===== src/rtl/mem_port_arbiter_pkg.sv =====
// Shared types for mem_port_arbiter: FSM states, requester select and the request payload.
// Widths of the request payload are fixed here at 32-bit address / 32-bit data.
package mem_port_arbiter_pkg;

  localparam int unsigned ADDR_W = 32;
  localparam int unsigned DATA_W = 32;
  localparam int unsigned BE_W   = DATA_W / 8;

  typedef enum logic [1:0] {
    IDLE      = 2'd0,
    INST_BUSY = 2'd1,
    DATA_BUSY = 2'd2,
    RESP      = 2'd3
  } arb_state_e;

  typedef enum logic {
    INST = 1'b0,
    DATA = 1'b1
  } req_sel_e;

  typedef struct packed {
    logic [ADDR_W-1:0] address;
    logic              read;
    logic              write;
    logic [BE_W-1:0]   byte_enable;
    logic [DATA_W-1:0] wdata;
  } mem_req_t;

  // A requester raising both read and write is treated as a write.
  function automatic mem_req_t make_req(
    input logic [ADDR_W-1:0] address,
    input logic              read,
    input logic              write,
    input logic [BE_W-1:0]   byte_enable,
    input logic [DATA_W-1:0] wdata
  );
    mem_req_t req;
    req.address     = address;
    req.read        = read & ~write;
    req.write       = write;
    req.byte_enable = byte_enable;
    req.wdata       = wdata;
    return req;
  endfunction

endpackage


===== src/rtl/mem_arb_select.sv =====
// Combinational grant decision between the instruction and data requesters.
// MEM_ARB_FIXED_PRIO_EN: data always wins a tie; otherwise round-robin on last_grant.
module mem_arb_select
  import mem_port_arbiter_pkg::*;
(
  input  logic     i_inst_pend,
  input  logic     i_data_pend,
  input  req_sel_e i_last_grant,
  output logic     o_grant_valid_c,
  output req_sel_e o_grant_sel_c
);

`ifdef MEM_ARB_FIXED_PRIO_EN
  logic w_unused_last_grant;
  assign w_unused_last_grant = i_last_grant;
`endif

  always_comb begin
    o_grant_valid_c = i_inst_pend | i_data_pend;
    o_grant_sel_c   = INST;
    if (i_inst_pend && i_data_pend) begin
`ifdef MEM_ARB_FIXED_PRIO_EN
      o_grant_sel_c = DATA;
`else
      o_grant_sel_c = (i_last_grant == INST) ? DATA : INST;
`endif
    end else if (i_data_pend) begin
      o_grant_sel_c = DATA;
    end
  end

endmodule


===== src/rtl/mem_port_arbiter.sv =====
// Merges the CPU instruction and data word ports into one memory port, one transaction at a time.
// Optional build macro: MEM_ARB_FIXED_PRIO_EN (data wins every tie instead of round-robin).
module mem_port_arbiter
  import mem_port_arbiter_pkg::*;
#(
  parameter int unsigned ADDR_WIDTH = 32,
  parameter int unsigned DATA_WIDTH = 32
) (
  input  logic                    clk,
  input  logic                    rst,
  input  logic [ADDR_WIDTH-1:0]   inst_mem_address,
  input  logic                    inst_mem_read,
  input  logic                    inst_mem_write,
  input  logic [DATA_WIDTH/8-1:0] inst_mem_byte_enable,
  input  logic [DATA_WIDTH-1:0]   inst_mem_wdata,
  output logic [DATA_WIDTH-1:0]   inst_mem_rdata,
  output logic                    inst_mem_resp,
  input  logic [ADDR_WIDTH-1:0]   data_mem_address,
  input  logic                    data_mem_read,
  input  logic                    data_mem_write,
  input  logic [DATA_WIDTH/8-1:0] data_mem_byte_enable,
  input  logic [DATA_WIDTH-1:0]   data_mem_wdata,
  output logic [DATA_WIDTH-1:0]   data_mem_rdata,
  output logic                    data_mem_resp,
  output logic [ADDR_WIDTH-1:0]   mem_address,
  output logic                    mem_read,
  output logic                    mem_write,
  output logic [DATA_WIDTH/8-1:0] mem_byte_enable,
  output logic [DATA_WIDTH-1:0]   mem_wdata,
  input  logic [DATA_WIDTH-1:0]   mem_rdata,
  input  logic                    mem_resp
);

  localparam int unsigned BE_WIDTH = DATA_WIDTH / 8;

  arb_state_e            r_state, w_next_state;
  mem_req_t              r_req, w_next_req;
  req_sel_e              r_last_grant, w_next_last_grant;
  logic [DATA_WIDTH-1:0] r_inst_rdata, w_next_inst_rdata;
  logic [DATA_WIDTH-1:0] r_data_rdata, w_next_data_rdata;
  logic                  r_inst_resp, w_next_inst_resp;
  logic                  r_data_resp, w_next_data_resp;

  mem_req_t w_inst_req, w_data_req;
  logic     w_grant_valid;
  req_sel_e w_grant_sel;

  assign w_inst_req = make_req(ADDR_W'(inst_mem_address), inst_mem_read, inst_mem_write,
                               BE_W'(inst_mem_byte_enable), DATA_W'(inst_mem_wdata));
  assign w_data_req = make_req(ADDR_W'(data_mem_address), data_mem_read, data_mem_write,
                               BE_W'(data_mem_byte_enable), DATA_W'(data_mem_wdata));

  mem_arb_select u_select (
    .i_inst_pend     (inst_mem_read | inst_mem_write),
    .i_data_pend     (data_mem_read | data_mem_write),
    .i_last_grant    (r_last_grant),
    .o_grant_valid_c (w_grant_valid),
    .o_grant_sel_c   (w_grant_sel)
  );

  // Reset abandons any in-flight transaction without issuing a resp.
  always_ff @(posedge clk or negedge rst) begin
    if (!rst) begin
      r_state      <= IDLE;
      r_req        <= '0;
      r_last_grant <= INST;
      r_inst_rdata <= '0;
      r_data_rdata <= '0;
      r_inst_resp  <= 1'b0;
      r_data_resp  <= 1'b0;
    end else begin
      r_state      <= w_next_state;
      r_req        <= w_next_req;
      r_last_grant <= w_next_last_grant;
      r_inst_rdata <= w_next_inst_rdata;
      r_data_rdata <= w_next_data_rdata;
      r_inst_resp  <= w_next_inst_resp;
      r_data_resp  <= w_next_data_resp;
    end
  end

  // RESP never grants, so a request still held during its own resp cycle is not re-served.
  always_comb begin
    w_next_state      = r_state;
    w_next_req        = r_req;
    w_next_last_grant = r_last_grant;
    w_next_inst_rdata = r_inst_rdata;
    w_next_data_rdata = r_data_rdata;
    w_next_inst_resp  = 1'b0;
    w_next_data_resp  = 1'b0;
    case (r_state)
      IDLE: begin
        if (w_grant_valid) begin
          w_next_last_grant = w_grant_sel;
          if (w_grant_sel == DATA) begin
            w_next_req   = w_data_req;
            w_next_state = DATA_BUSY;
          end else begin
            w_next_req   = w_inst_req;
            w_next_state = INST_BUSY;
          end
        end
      end
      INST_BUSY: begin
        if (mem_resp) begin
          w_next_req.read   = 1'b0;
          w_next_req.write  = 1'b0;
          w_next_inst_rdata = mem_rdata;
          w_next_inst_resp  = 1'b1;
          w_next_state      = RESP;
        end
      end
      DATA_BUSY: begin
        if (mem_resp) begin
          w_next_req.read   = 1'b0;
          w_next_req.write  = 1'b0;
          w_next_data_rdata = mem_rdata;
          w_next_data_resp  = 1'b1;
          w_next_state      = RESP;
        end
      end
      RESP: begin
        w_next_state = IDLE;
      end
      default: begin
        w_next_state = IDLE;
      end
    endcase
  end

  assign mem_address     = ADDR_WIDTH'(r_req.address);
  assign mem_read        = r_req.read;
  assign mem_write       = r_req.write;
  assign mem_byte_enable = BE_WIDTH'(r_req.byte_enable);
  assign mem_wdata       = DATA_WIDTH'(r_req.wdata);
  assign inst_mem_rdata  = r_inst_rdata;
  assign inst_mem_resp   = r_inst_resp;
  assign data_mem_rdata  = r_data_rdata;
  assign data_mem_resp   = r_data_resp;

endmodule


===== config.mk =====
export PLATFORM = sky130hd
export DESIGN_NAME = mem_port_arbiter
export DESIGN_NICKNAME = d
export VERILOG_FILES = /design/src/rtl/mem_port_arbiter_pkg.sv /design/src/rtl/mem_arb_select.sv /design/src/rtl/mem_port_arbiter.sv
export SDC_FILE = /design/constraint.sdc
export NUM_CORES = 1
export LEC_CHECK = 0
export ABC_AREA = 1
export CAP_MARGIN = 10
export CORE_AREA = 2 2 136 138
export DETAILED_ROUTE_END_ITERATION = 16
export DIE_AREA = 0 0 138 140
export PLACE_DENSITY = 0.76
export REMOVE_ABC_BUFFERS = 1
export SYNTH_ARGS = -nofsm -noshare
export SYNTH_HDL_FRONTEND = slang
export SYNTH_SLANG_ARGS = --single-unit

===== constraint.sdc =====
create_clock -name clk -period 1.6 [get_ports clk]
set_clock_uncertainty 0.15 [all_clocks]
set_input_delay 0.32 -clock clk [delete_from_list [all_inputs] [get_ports clk]]
set_output_delay 0.32 -clock clk [all_outputs]
set_load 0.01 [all_outputs]

Word level (Yosys, flattened, before mapping)
Index checks and enable logic that the tools add are counted.
W data, S select, Z words.
Operators by class
  reduce and logical (&&, ||, !) cells: 9
  bitwise operators: 7
  eq/ne operators: 5
  muxes and demuxes: 14
Operators by type and width (number)
  $mux W70: 1
  $mux W38: 1
  $mux W2: 4
  $reduce_and A2 Y1: 4
  $mux W1: 6
  $pmux W2 S3: 1
  $eq A2 B2 Y1 const B: 2
  $ne A2 B1 Y1 const B: 2
  $pmux W2 S2: 1
  $or A1 B1 Y1: 3
  $reduce_and A3 Y1: 1
  $and A1 B1 Y1: 2
  $eq A2 B1 Y1 const B: 1
  $logic_not A2 Y1: 1
  $not A1 Y1: 2
  $reduce_bool A2 Y1: 1
  $reduce_or A2 Y1: 1
  $logic_and A1 B1 Y1: 1
Storage, ports and cells
  input port bits: 175
  bits in registers: 139
  logic and storage cells: 46
  output and inout bits: 136

Longest topological paths before layout
  word-level depth: 6
  depth in mapped cells: 8
  gate-level depth less buffers: 8

Modules after synthesis
A second synthesis with hierarchy kept.
Second synthesis, totals
  cell total of the unflattened synthesis: 669
  area, all modules: 5825.6 µm²
Modules (own cells, without submodules)
  mem_port_arbiter: area an instance 5810.6 µm², instances 1, cells each 666, sequential area each 3478.3 µm²
  mem_arb_select: area an instance 15.0 µm², instances 1, cells each 3, sequential area each 0.0 µm²

Worst setup path after synthesis
No wires, ideal clock.
  path kind: reg-to-reg
  from: register r_state[0]
  to: register r_state[0]
  arrival: 1.259 ns
  path slack: 0.074 ns
  setup time: 0.117 ns
  required time: 1.333 ns
  stages on the path, launching flop included: 9
  path buffers: 0
  clock period less this slack: 1.526 ns
  cells stage by stage: dfrtp_1 -> inv_1 -> ha_1 -> inv_1 -> or2_2 -> nand2_1 -> nor2_1 -> nand2_1 -> nand2_1
On the way
  word-level cells in the longest chain between the ends: 4
  elaborated cells on any way between the ends: 9
  classes of those cells: eq/ne (5); mux (1); reduce/logical (3)
Ends and longest elaborated chain
  start: declaration: line mem_port_arbiter.sv:36  | arb_state_e r_state, w_next_state;
  start signal: assignment: line mem_port_arbiter.sv:72  | r_state <= w_next_state;
  $eq A2 B2 Y1 or $eq A2 B1 Y1 (tied branches): line mem_port_arbiter.sv:91  | case (r_state)
  $reduce_or A2 Y1 (no source line)
  $ne A2 B1 Y1 (no source line)
  $reduce_and A2 Y1 (no source line)
Parallel ways exist; a longest one is shown, timed or not.
A chain may end at the register's enable or synchronous reset.

Worst setup path in the final report
  from: register r_data_rdata[22] (netlist: data_mem_rdata[22])
  to: output port data_mem_rdata[22]
RTL lines
  start: declaration: line mem_port_arbiter.sv:40  | logic [DATA_WIDTH-1:0] r_data_rdata, w_next_data_rdata;
  start signal: assignment: line mem_port_arbiter.sv:76  | r_data_rdata <= w_next_data_rdata;
  end: declaration: line mem_port_arbiter.sv:23  | output logic [DATA_WIDTH-1:0] data_mem_rdata,
No word-level cell between the ends.

==> results_dict.tcl <==
set metrics [dict create \
    tns_ps 0 \
    vias 6414 \
    gp_congestion 0.888 \
    ff_latch_area_um2 3480 \
    timing.final.crit_period_ps 1570 \
    critPathTopFamily "flip-flops" \
    critPathArrivalTime_ps 1100 \
    status "complete, no violations" \
    multi_input_area_um2 2430 \
    placed_cells 1327 \
    rr_worst_depth 7 \
    setup_viol 0 \
    port_buffers 310 \
    timing.final.crit_share_pct 98.0 \
    die_area_um2 19300 \
    power_mw 18.9 \
    dr.pass1.iters 5 \
    power_density_nw_per_um2 1760 \
    yosysSeqAreaShare_pct 53.5 \
    max-vdd-ir-drop_v 0.000803 \
    cts_sinks 139 \
    timing.hold.ws_ps 201 \
    cts_tree "built" \
    p_int_mw 11.5 \
    crit_path_end_kind "primary output" \
    r2r-start "r_state[0]$_DFFE_PN0P_" \
    worst-path-buf-inv 1 \
    cap_violations 0 \
    holdPathStages 5 \
    leakagePower_nw 5.59 \
    diodes 0 \
    placed_area_um2 10100 \
    clk_pin_slew_ps 60 \
    ys_ff_latch 139 \
    final_common_cell "nand2_1" \
    pin_count 311 \
    cp_cell_sequence "dlygate4sd2_1" \
    fmax_mhz 637 \
    drc 0 \
    root_buffer "clkbuf_16" \
    tightestPinTransition_ps 352 \
    r2r_setup_slack_ps 80 \
    fin_area_um2 10700 \
    relSlewSlack_pct 76.5 \
    worst-path-stages 1 \
    worstPathRequired_ps 1130 \
    slew_viol_final 0 \
    start_util_pct 36.6 \
    place_ws_ps -406 \
    timing.final.ws_setup_ps 31.3 \
    combPwrFrac_pct 47.0 \
    p_clk_share_pct 20.8 \
    slowest_delay_ps 400 \
    hp-class "in -> reg" \
    nNetsFinal 1306 \
    layout_common_cells "nand2_1 (287), clkdlybuf4s50_1 (172), dfrtp_1 (139)" \
    rows 49 \
    final_hold_viol_count 0 \
    crit_type "reg -> out" \
    die_height_um 140 \
    drt_iter0_drc 331 \
    overflow 0 \
    wl_per_cell_um 16.0 \
    hp-start "inst_mem_write" \
    swShare_pct 38.9 \
    postSynthCellCount 805 \
    dp_hpwl_mm 15.3 \
    final_util_pct 60.2 \
    area_growth_pct 64.4 \
    ant_nets 0 \
    drive_above_1_share_pct 7.89 \
    slowest_stage "dfrtp_1" \
    fill_cells 1569 \
    fin_cells 1369 \
    yosysWarnings 0 \
    clk_latency_ps 410 \
    seq_power_share_pct 32.2 \
    p_sw_mw 7.35 \
    htreeDepth 4 \
    start_kind "flop" \
    worstPathMaxFanout 2 \
    antenna_found_initial 0 \
    synth_cell_type_count 18 \
    first_global_vias 6573 \
    grtUsageTotal_pct 22.3 \
    routed_via_density 4.69 \
    r2r_end "mem_write$_DFFE_PN0P_" \
    wl_mm 22.0 \
    cts_buffer_depth 2 \
    die_x_um 138 \
    grt_max_degree 66 \
    cts_buffers 17 \
    grt_pass1_wl_mm 34.7 \
    hold_end "mem_write$_DFFE_PN0P_" \
    synth_area_um2 6510 \
    coreArea_um2 17800 \
    avgSynthCellArea_um2 8.08 \
]
==> metal layers <==
layer | track usage (%) | vias up | part of all wire (%)
li1 | - | 3141 | -
met1 | 28.4 | 3006 | 43
met2 | 37.6 | 215 | 49
met3 | 4.03 | 52 | 5.1
met4 | 9.13 | 0 | 3.1
met5 | 0 | - | 0
==> flip-flops by register name, summed over array words and instances (netlist names) <==
| name | flops |
|---|---|
| mem_read | 1 |
| data_mem_rdata | 32 |
| r_last_grant | 1 |
| data_mem_resp | 1 |
| r_state | 2 |
| inst_mem_rdata | 32 |
| inst_mem_resp | 1 |
| mem_address | 32 |
| mem_byte_enable | 4 |
| mem_wdata | 32 |
| mem_write | 1 |
==> worst max-delay path by stage <==
stage / from / endpoint / slack, ps
finish: data_mem_rdata[22]$_DFFE_PN0P_ / data_mem_rdata[22] / 30
floorplan: inst_mem_write / mem_write$_DFFE_PN0P_ / -1740
detailed placement: inst_mem_write / mem_wdata[2]$_DFFE_PN0P_ / -410
CTS: data_mem_rdata[12]$_DFFE_PN0P_ / data_mem_rdata[12] / 0.3
global placement: inst_mem_write / mem_wdata[2]$_DFFE_PN0P_ / -380
global route: inst_mem_read / mem_address[29]$_DFFE_PN0P_ / -4
==> kinds of logic (layout without fill, tap and decap cells) <==
group	after synthesis	in the layout	synth area share, %
AO/OA/AOI/OAI	66	66	5.13
adder cells (fa/ha/maj)	4	4	0.769
buffers and inverters	157	492	9.82
flip-flops	139	139	53.5
AND/OR/NAND/NOR	439	439	30.8
==> worst register-to-register path, stage by stage, from the launching register on <==
cell	delay (ps)
dfrtp_1	390
inv_2	100
ha_4	210
buf_4	130
or2_2	290
nand3_2	80
nand2_1	50
nand2_1	50
==> timing repair <==
item | CTS | global route
pin swaps | 0 | 3
endpoints found under the hold margin | 119 | 0
setup endpoints to repair | 138 | 96
cloned | 0 | 3
resized for setup | 143 | 34
buffers inserted | 0 | 6
hold buffers | 1 | 0
==> cell usage after synthesis <==
cell type | count | area share, %
nand2_1 | 290 | 17
nor2_1 | 4 | 0.23
buf_6 | 3 | 0.52
nor2_2 | 1 | 0.096
nand3b_1 | 68 | 7.8
dfrtp_1 | 139 | 53
clkbuf_1 | 18 | 1.0
o21ai_0 | 64 | 4.9
buf_1 | 6 | 0.35
o21ai_2 | 1 | 0.13
inv_2 | 2 | 0.12
nand2_2 | 2 | 0.19
or2_2 | 2 | 0.19
o21ai_1 | 1 | 0.077
ha_1 | 4 | 0.77
inv_1 | 106 | 6.1
buf_2 | 22 | 1.7
nand3_1 | 72 | 5.5
==> power groups by stage <==
| stage | Clock, mW | Combinational [mW] | Sequential [mW] |
|---|---|---|---|
| floorplan | 0 | 3.15 | 6.87 |
| global placement | 0 | 9.30 | 6.10 |
| detailed placement | 0 | 9.49 | 6.14 |
| CTS | 4.00 | 8.45 | 6.06 |
| global route | 4.14 | 9.81 | 6.28 |
| finish | 3.93 | 8.88 | 6.07 |
==> layout make-up <==
| class | instances | area share, % |
|---|---|---|
| Multi-Input combinational cell | 509 | 22.7 |
| Sequential cell | 139 | 32.5 |
| Tap cell | 229 | 2.68 |
| Inverter | 108 | 3.81 |
| Clock buffer | 18 | 4.10 |
| Timing Repair Buffer | 352 | 32.8 |
| Clock inverter | 14 | 1.37 |
Note: power is estimated with default switching activity, not from simulation.
